## src/rtl/s3_pc_stack_if.sv

```systemverilog
// Decoder <-> PC-stack port bundle: op/condition fields in, PC/stack status out.
// Combinational pc_nxt path plus registered pc/sp/flags; no handshake.
// The decoder holds ops for as long as it drives stall.
interface s3_pc_stack_if #(
    parameter int PC_W        = 8,
    parameter int COND_W      = 4,
    parameter int STACK_DEPTH = 4
);
    localparam int SP_W = $clog2(STACK_DEPTH + 1);

    logic              op_jmp;
    logic              op_call;
    logic              op_ret;
    logic [PC_W-1:0]   op_tgt;
    logic              op_cond_inv;
    logic [COND_W-1:0] op_cond_mask;
    logic [COND_W-1:0] op_cond_val;
    logic [COND_W-1:0] a_reg;
    logic              stall;
    logic              err_clr;
    logic [PC_W-1:0]   pc_nxt;
    logic [PC_W-1:0]   pc;
    logic [SP_W-1:0]   sp;
    logic              stack_ovf;
    logic              stack_unf;

    modport master (
        output op_jmp, op_call, op_ret, op_tgt, op_cond_inv, op_cond_mask,
               op_cond_val, a_reg, stall, err_clr,
        input  pc_nxt, pc, sp, stack_ovf, stack_unf
    );

    modport slave (
        input  op_jmp, op_call, op_ret, op_tgt, op_cond_inv, op_cond_mask,
               op_cond_val, a_reg, stall, err_clr,
        output pc_nxt, pc, sp, stack_ovf, stack_unf
    );
endinterface

```

## src/rtl/s3_pc_stack.sv

```systemverilog
// S3 sequencer PC with conditional jump/call/return and a LIFO return stack.
// pc_nxt is zero-latency combinational (feeds sync I-RAM address); pc/sp update at the edge.
// stall freezes pc, sp, stack and sticky flags; nothing is dropped except pushes on a full stack.
module s3_pc_stack #(
    parameter int PC_W        = 8,
    parameter int COND_W      = 4,
    parameter int STACK_DEPTH = 4,
    parameter int RST_PC      = 0
) (
    input  logic         clk,
    input  logic         rst,
    s3_pc_stack_if.slave bus
);
    localparam int SP_W  = $clog2(STACK_DEPTH + 1);
    localparam int IDX_W = (STACK_DEPTH > 1) ? $clog2(STACK_DEPTH) : 1;

    logic [PC_W-1:0] pc_q;
    logic [SP_W-1:0] sp_q;
    logic            ovf_q;
    logic            unf_q;
    logic [PC_W-1:0] stack_mem [STACK_DEPTH];

    logic            cond_ok;
    logic            ret_tk;
    logic            call_tk;
    logic            jmp_tk;
    logic            stack_full;
    logic            stack_empty;
    logic            push;
    logic            pop;
    logic            ovf_set;
    logic            unf_set;
    logic [PC_W-1:0] inc;
    logic [IDX_W-1:0] top_idx;
    logic [IDX_W-1:0] wr_idx;
    logic [PC_W-1:0] pc_nxt;

    assign cond_ok = ((bus.a_reg & bus.op_cond_mask) == bus.op_cond_val) ^ bus.op_cond_inv;

    // Priority ret > call > jmp keeps push and pop mutually exclusive.
    assign ret_tk  = bus.op_ret & cond_ok;
    assign call_tk = ~bus.op_ret & bus.op_call & cond_ok;
    assign jmp_tk  = ~bus.op_ret & ~bus.op_call & bus.op_jmp & cond_ok;

    assign stack_full  = (sp_q == SP_W'(STACK_DEPTH));
    assign stack_empty = (sp_q == '0);
    assign inc         = pc_q + 1'b1;
    assign top_idx     = IDX_W'(sp_q - 1'b1);
    assign wr_idx      = IDX_W'(sp_q);

    assign push    = ~bus.stall & call_tk & ~stack_full;
    assign pop     = ~bus.stall & ret_tk & ~stack_empty;
    assign ovf_set = ~bus.stall & call_tk & stack_full;
    assign unf_set = ~bus.stall & ret_tk & stack_empty;

    always_comb begin
        pc_nxt = inc;
        if (rst) begin
            pc_nxt = PC_W'(RST_PC);
        end else if (bus.stall) begin
            pc_nxt = pc_q;
        end else if (ret_tk) begin
            pc_nxt = stack_empty ? inc : stack_mem[top_idx];
        end else if (call_tk || jmp_tk) begin
            pc_nxt = bus.op_tgt;
        end
    end

    always_ff @(posedge clk or posedge rst) begin
        if (rst) begin
            pc_q  <= PC_W'(RST_PC);
            sp_q  <= '0;
            ovf_q <= 1'b0;
            unf_q <= 1'b0;
        end else if (!bus.stall) begin
            pc_q <= pc_nxt;
            if (push) begin
                sp_q <= sp_q + 1'b1;
            end else if (pop) begin
                sp_q <= sp_q - 1'b1;
            end
            // A fresh error in the clearing cycle wins over err_clr.
            ovf_q <= ovf_set | (ovf_q & ~bus.err_clr);
            unf_q <= unf_set | (unf_q & ~bus.err_clr);
        end
    end

    // Return addresses are don't-care after reset, so the array carries no reset.
    always_ff @(posedge clk) begin
        if (push && !rst) begin
            stack_mem[wr_idx] <= inc;
        end
    end

    assign bus.pc_nxt    = pc_nxt;
    assign bus.pc        = pc_q;
    assign bus.sp        = sp_q;
    assign bus.stack_ovf = ovf_q;
    assign bus.stack_unf = unf_q;
endmodule

```

## src/flat_wrapper.sv

```systemverilog
// flat-port wrapper written by rule: the top's interface ports become plain ports
module s3_pc_stack_flat 
#(
    parameter int PC_W        = 8,
    parameter int COND_W      = 4,
    parameter int STACK_DEPTH = 4,
    parameter int RST_PC      = 0
)
  (clk, rst, bus_op_jmp, bus_op_call, bus_op_ret, bus_op_tgt, bus_op_cond_inv, bus_op_cond_mask, bus_op_cond_val, bus_a_reg, bus_stall, bus_err_clr, bus_pc_nxt, bus_pc, bus_sp, bus_stack_ovf, bus_stack_unf);
  s3_pc_stack_if #(.PC_W(PC_W), .COND_W(COND_W), .STACK_DEPTH(STACK_DEPTH)) bus_i ();
  input  logic clk;
  input  logic rst;
  input wire logic [$bits(bus_i.op_jmp)-1:0] bus_op_jmp;
  input wire logic [$bits(bus_i.op_call)-1:0] bus_op_call;
  input wire logic [$bits(bus_i.op_ret)-1:0] bus_op_ret;
  input wire logic [$bits(bus_i.op_tgt)-1:0] bus_op_tgt;
  input wire logic [$bits(bus_i.op_cond_inv)-1:0] bus_op_cond_inv;
  input wire logic [$bits(bus_i.op_cond_mask)-1:0] bus_op_cond_mask;
  input wire logic [$bits(bus_i.op_cond_val)-1:0] bus_op_cond_val;
  input wire logic [$bits(bus_i.a_reg)-1:0] bus_a_reg;
  input wire logic [$bits(bus_i.stall)-1:0] bus_stall;
  input wire logic [$bits(bus_i.err_clr)-1:0] bus_err_clr;
  output wire logic [$bits(bus_i.pc_nxt)-1:0] bus_pc_nxt;
  output wire logic [$bits(bus_i.pc)-1:0] bus_pc;
  output wire logic [$bits(bus_i.sp)-1:0] bus_sp;
  output wire logic [$bits(bus_i.stack_ovf)-1:0] bus_stack_ovf;
  output wire logic [$bits(bus_i.stack_unf)-1:0] bus_stack_unf;
  assign bus_i.op_jmp = bus_op_jmp;
  assign bus_i.op_call = bus_op_call;
  assign bus_i.op_ret = bus_op_ret;
  assign bus_i.op_tgt = bus_op_tgt;
  assign bus_i.op_cond_inv = bus_op_cond_inv;
  assign bus_i.op_cond_mask = bus_op_cond_mask;
  assign bus_i.op_cond_val = bus_op_cond_val;
  assign bus_i.a_reg = bus_a_reg;
  assign bus_i.stall = bus_stall;
  assign bus_i.err_clr = bus_err_clr;
  assign bus_pc_nxt = bus_i.pc_nxt;
  assign bus_pc = bus_i.pc;
  assign bus_sp = bus_i.sp;
  assign bus_stack_ovf = bus_i.stack_ovf;
  assign bus_stack_unf = bus_i.stack_unf;
  s3_pc_stack #(.PC_W(PC_W), .COND_W(COND_W), .STACK_DEPTH(STACK_DEPTH), .RST_PC(RST_PC)) u_core (.clk(clk), .rst(rst), .bus(bus_i));
endmodule
```

## config.mk

```make
export PLATFORM = sky130hd
export DESIGN_NAME = s3_pc_stack_flat
export DESIGN_NICKNAME = d
export VERILOG_FILES = /design/src/rtl/s3_pc_stack_if.sv /design/src/rtl/s3_pc_stack.sv /design/src/flat_wrapper.sv
export SDC_FILE = /design/constraint.sdc
export NUM_CORES = 1
export LEC_CHECK = 0
export ABC_AREA = 1
export CELL_PAD_IN_SITES_DETAIL_PLACEMENT = 1
export CELL_PAD_IN_SITES_GLOBAL_PLACEMENT = 1
export CORE_UTILIZATION = 38
export CTS_CLUSTER_SIZE = 16
export DETAILED_ROUTE_END_ITERATION = 8
export PLACE_DENSITY_LB_ADDON = 0.1
export SETUP_SLACK_MARGIN = 0.3
export SLEW_MARGIN = 20
export SYNTH_ARGS = -nofsm -noshare
export SYNTH_HDL_FRONTEND = slang
export SYNTH_SLANG_ARGS = --single-unit
```

## constraint.sdc

```tcl
create_clock -name clk -period 3.25 [get_ports clk]
set_clock_uncertainty 0.1 [all_clocks]
set_input_delay 0.975 -clock clk [delete_from_list [all_inputs] [get_ports clk]]
set_output_delay 0.975 -clock clk [all_outputs]
set_load 0.005 [all_outputs]
```

* Word-level counts from Yosys, hierarchy flattened
Memories as Yosys holds them, arrays and structs flattened. Cells that the tools add are included.
Storage, ports and cells: bits in writable memories 32, ROM bits 0, latch bits 0, register bits 13, word-level logic and storage cells 49, memories kept 1
Memory list:
- u_core.stack_mem | words 4, bits a word 8, rd ports 1, clocked after memory_dff 0, wr ports 1, RTL line s3_pc_stack.sv:21 | logic [PC_W-1:0] stack_mem [STACK_DEPTH];
Cells by class: eq/ne operators 2, multiply operators 0, add/sub/neg operators 3, $lt $le $gt $ge 0, reduce and logical (&&, ||, !) cells 6, shifts and indexed selects 0, mux-type cells 9, div/mod/pow operators 0, bitwise gates (word level) 24
Operators with widths (number):
- two-way mux 8 bit | 5
- bitwise AND 1 bit | 14
- adder 8 x 1 -> 8 bit (second input constant) | 1
- two-way mux 3 bit | 2
- NOT 1 bit | 6
- bitwise AND 4 bit | 1
- == test 4 bit | 1
- adder 3 x 1 -> 3 bit (second input constant) | 1
- == test 3 bit (second input constant) | 1
- zero test 3 bit | 1
- subtractor 3 x 1 -> 3 bit (second input constant) | 1
- two-way mux 1 bit | 2
- bitwise OR 1 bit | 2
- AND reduction 2 bit | 1
- nonzero test 2 bit | 1
- logical AND 1 bit | 1
- zero test 1 bit | 1
- logical OR 1 bit | 1
- bitwise XOR 1 bit | 1

* Longest topological paths before layout
word-level depth 9, mapped depth 17, depth with buffers taken out 15

* Worst setup path after synthesis
No wires, ideal clock.
path kind register to output, start point register u_core.sp_q[0] (netlist: u_core.bus.sp[0]), end point output bus_pc_nxt[1], required time 2.175 ns, setup slack 0.076 ns, buffers on the path 3, data arrival time 2.099 ns, stages on the path, launching flop included 14, cell sequence dfrtp_1 -> buf_4 -> inv_4 -> buf_4 -> ha_1 -> ha_1 -> inv_1 -> clkbuf_1 -> o21ai_0 -> nand3_1 -> nand2_1 -> inv_1 -> nand2_1 -> a21oi_1
On the way: cells in the longest elaborated chain, start to end 6
RTL lines:
- start, declared | RTL line s3_pc_stack.sv:18 | logic [SP_W-1:0] sp_q;
- start signal, assigned | RTL line s3_pc_stack.sv:78 | sp_q <= sp_q + 1'b1;
- start signal, assigned | RTL line s3_pc_stack.sv:80 | sp_q <= sp_q - 1'b1;
- subtractor 3 x 1 -> 3 bit | RTL line s3_pc_stack.sv:48 | assign top_idx = IDX_W'(sp_q - 1'b1);
- memory (4 x 8 bit)
- two-way mux 8 bit (*) | RTL line s3_pc_stack.sv:63 | pc_nxt = stack_empty ? inc : stack_mem[top_idx];
- two-way mux 8 bit (*) | RTL line s3_pc_stack.sv:62 | end else if (ret_tk) begin
- two-way mux 8 bit (*) | RTL line s3_pc_stack.sv:60 | end else if (bus.stall) begin
- two-way mux 8 bit (*) | RTL line s3_pc_stack.sv:58 | if (rst) begin
- end, declared | RTL line flat_wrapper.sv:23 | output wire logic [$bits(bus_i.pc_nxt)-1:0] bus_pc_nxt;
Mark *: on every way between the ends. The rest lies on a longest branch, timed or not.

* Worst setup path in the final report
start point input bus_a_reg[2], end point output bus_pc_nxt[4]
On the way: cells in the longest elaborated chain, start to end 9
RTL lines:
- start, declared | RTL line flat_wrapper.sv:20 | input wire logic [$bits(bus_i.a_reg)-1:0] bus_a_reg;
- bitwise AND 4 bit (*) | RTL line s3_pc_stack.sv:38 | assign cond_ok = ((bus.a_reg & bus.op_cond_mask) == bus.op_cond_val) ^ bus.op_cond_inv;
- == test 4 bit (*) | RTL line s3_pc_stack.sv:38
- bitwise XOR 1 bit (*) | RTL line s3_pc_stack.sv:38
- bitwise AND 1 bit (on tied branches) | RTL line s3_pc_stack.sv:42, s3_pc_stack.sv:43
- logical OR 1 bit | RTL line s3_pc_stack.sv:64 | end else if (call_tk || jmp_tk) begin
- two-way mux 8 bit | RTL line s3_pc_stack.sv:64
- two-way mux 8 bit (*) | RTL line s3_pc_stack.sv:62
- two-way mux 8 bit (*) | RTL line s3_pc_stack.sv:60
- two-way mux 8 bit (*) | RTL line s3_pc_stack.sv:58
Marks and branches as above.

==> out/metrics.cfg <==
[die]
die-area_um2 = 7375
rows = 30
ios = 49
start_util_pct = 39.36
die_w_um = 85.88
core_area_um2 = 6794
die_y_um = 85.88

[global_routing]
antenna_found_initial = 0
grt_usage_pct = 23.55
grt_pass1_vias = 2859
grt-ovfl-total = 0
grt_max_degree = 22
grt_pass1_wl_mm = 13.51

[power]
clkPwrFrac_pct = 16.0
seq_power_share_pct = 30.2
p_sw_share_pct = 42.06
power_density_nw_per_um2 = 594.0
vdd_ir_drop_max_mv = 0.1969
power_switching_uw = 984.3
internal_power_uw = 1356
p_leak_uw = 0.001883
p_comb_share_pct = 53.8

[clocking]
tritoncts = yes
insertion_delay_ns = 0.31
ctsHoldBuffers = 0
cts_inserted_buffers = 5
cts_sinks = 45
clockRootBuffer = clkbuf_8
cts_buffer_depth = 2
clk_pin_slew_worst_paths_ns = 0.09
htree_num_levels = 2

[place]
place.gp.congestion = 0.8278
dp_cells = 519
pre_cts_slack_ns = -0.9359
place_hpwl_mm = 5.925
io_buffers = 48

[yosys]
yosysSeqAreaShare_pct = 48.10
yosysTopAreaCellShare_pct = 35.94
synth_top_cell_by_area = edfxtp_1
synth_seq_cells = 45
syn-num-nets = 373
synth_cell_types = 32
netlist_area_um2 = 2674
syn_area_per_cell_um2 = 7.911
yosysWarningCount = 0
ys_top_cells_by_area = edfxtp_1 (36%), nand2_1 (19%), dfrtp_1 (12%)
syn_inst = 338

[outcome]
status = finished, violations left
violations = negative setup slack

[critical_path]
endpoint_kind = output port
rrSetupSlack_ns = 1.01
r2r_cells = 16
r2r-start = u_core.bus.pc[0]
cp-start-kind = input pin
r2r-end = u_core.bus.pc[4]
crit_fanout = 6
cp.arrival_ns = 2.28
path_class = input pin to output port
required_ns = 2.17

[timing]
worst_pin_slew_ns = 0.3494
finalCriticalPeriod_ns = 3.356
setup_viol = 8
hold_slack_ns = 0.4681
hold_viol_final = 0
fmax_mhz = 298.0
relSlewSlack_pct = 76.68
slew_viol_final = 0
finalCritPeriodShare_pct = 103.2
fin_ws_ns = -0.1055
rsz0062_at_grt = yes

[routing]
remaining_drc_errors = 0
drtPass1Iterations = 4
wl_per_cell_um = 15.47
viasPerCell = 4.866
initialDrtViolationCount = 90
vias = 2623
postRouteAntennaNets = 0
routed_wl_mm = 8.337

[layout]
antennaDiodeCount = 0
layoutNonFillerInstCount = 539
area_growth_pct = 47.36
drive_gt1_share_pct = 34.31
nFillCells = 824
fin_nets = 477

[worst_hold_path]
worstHoldEndpoint = u_core.bus.stack_unf
hold_path_class = flop to flop
hold_start = u_core.bus.stack_unf
whs_path_depth = 2

[run]
cap_violations = 0

cell type report:
cell class | instances | area [um2] | share of cell area [%]
sequential | 45 | 1286 | 32.65
timing repair buffer | 107 | 928.4 | 23.56
inverter | 38 | 148.9 | 3.779
multi-input combinational | 245 | 1363 | 34.58
clock inverter | 3 | 25.02 | 0.6351
tap | 96 | 120.1 | 3.049
clock buffer | 5 | 68.82 | 1.747
cells in the mapped netlist:
cell type / count
buf_2: 2
o21bai_1: 1
nand2_1: 137
nand4_2: 1
o21ai_1: 3
buf_6: 1
a21oi_1: 8
inv_1: 34
nand3_1: 55
clkinv_1: 1
xor2_1: 4
dfrtp_1: 13
o31ai_1: 1
clkbuf_1: 1
clkbuf_4: 1
nor2_2: 2
dlygate4sd1_1: 1
nand3_2: 2
a21oi_2: 1
edfxtp_1: 32
clkbuf_8: 1
o211ai_1: 1
nor2_4: 1
nand2_2: 4
o21ai_0: 5
ha_1: 7
buf_4: 2
inv_4: 1
nor2_1: 11
nand2_4: 1
inv_2: 2
buf_8: 1
state kept, by name (all words and copies together), names as in the netlist:
signal                flops
u_core.bus.sp             3
u_core.stack_mem         32
u_core.bus.pc             8
u_core.bus.stack_ovf      1
u_core.bus.stack_unf      1
critical path: stages:
cell     delay, ns
buf_6         0.08
nand2_2       0.05
nand2_2       0.05
nand2_2       0.07
nor2_4        0.15
nand2_2       0.08
nand2_4       0.09
nand2_8       0.09
buf_6         0.15
nand3_2       0.06
nand2_1       0.05
inv_1         0.06
nand2_2       0.06
a21oi_2       0.13
buf_2         0.12
routing by layer:
layer	GRT usage, %	up-vias	routed length (um)
met2	42.86	41	4356
met5	0	-	0
met4	5.303	0	73
met3	3.080	6	186
li1	-	1301	-
met1	29.66	1275	3721
layout by cell type (no fill, tap or decap), types with 4 or more instances in the layout:
cell type / synthesis / final
inv_1: 34 / 29
nor2_1: 11 / 10
nand3_1: 55 / 43
buf_6: 1 / 18
inv_2: 2 / 7
a21oi_2: 1 / 9
o21ai_0: 5 / 5
xor2_1: 4 / 4
ha_1: 7 / 7
dlygate4sd2_1: 0 / 4
dfrtp_1: 13 / 13
buf_2: 2 / 8
nand3_2: 2 / 13
clkbuf_8: 1 / 5
clkdlybuf4s50_1: 0 / 24
buf_4: 2 / 52
nand2_1: 137 / 114
edfxtp_1: 32 / 32
nand2_2: 4 / 23
stage by stage:
| stage | util, % | area [um2] | total power (uW) | TNS [ns] |
|---|---|---|---|---|
| 2_1_floorplan | - | 2724 | 1394 | 0 |
| 3_3_place_gp | 52.76 | 3585 | 1843 | -6.991 |
| 3_5_place_dp | 52.76 | 3585 | 1891 | -7.313 |
| 4_1_cts | 56.46 | 3836 | 2316 | -0.6035 |
| 5_1_grt | 57.99 | 3940 | 2533 | -1.542 |
| 6_report | 57.99 | 3940 | 2340 | -0.6882 |
power groups by stage:
| stage | registers (uW) | clock network, uW | logic (uW) |
|---|---|---|---|
| floorplan | 719 | 0 | 675 |
| global placement | 717 | 0 | 1130 |
| detailed placement | 718 | 0 | 1170 |
| CTS | 706 | 381 | 1230 |
| global route | 713 | 410 | 1410 |
| finish | 707 | 375 | 1260 |
how the worst max path moves through the flow:
stage | startpoint | to | slack (ns)
6_report | bus_a_reg[2] | bus_pc_nxt[4] | -0.11
5_1_grt | bus_a_reg[2] | bus_pc_nxt[2] | -0.22
4_1_cts | bus_op_cond_mask[0] | bus_pc_nxt[4] | -0.09
3_5_place_dp | bus_a_reg[3] | bus_pc_nxt[1] | -0.94
3_3_place_gp | bus_a_reg[3] | bus_pc_nxt[2] | -0.88
2_1_floorplan | bus_a_reg[3] | bus_pc_nxt[0] | 0.24
what timing repair did:
item / 4_1_cts / 5_1_grt
setup endpoints to repair: 8 / 8
gates resized for setup: 131 / 20
pin swaps: 32 / 11
setup buffers: 9 / 3
logic make-up (layout without fill, tap and decap cells):
logic type                 count (synthesis)  after routing  synth area share [%]
and+or+nand+nor                          214            214                 34.53
buffers and inverters                     48            153                 8.610
DFF                                       45             45                 48.10
AOI/OAI and AO/OA                         20             20                 4.165
adders and majority gates                  7              7                 3.275
xor gates and xnor gates                   4              4                 1.310
(Power assumes the default switching activity.)
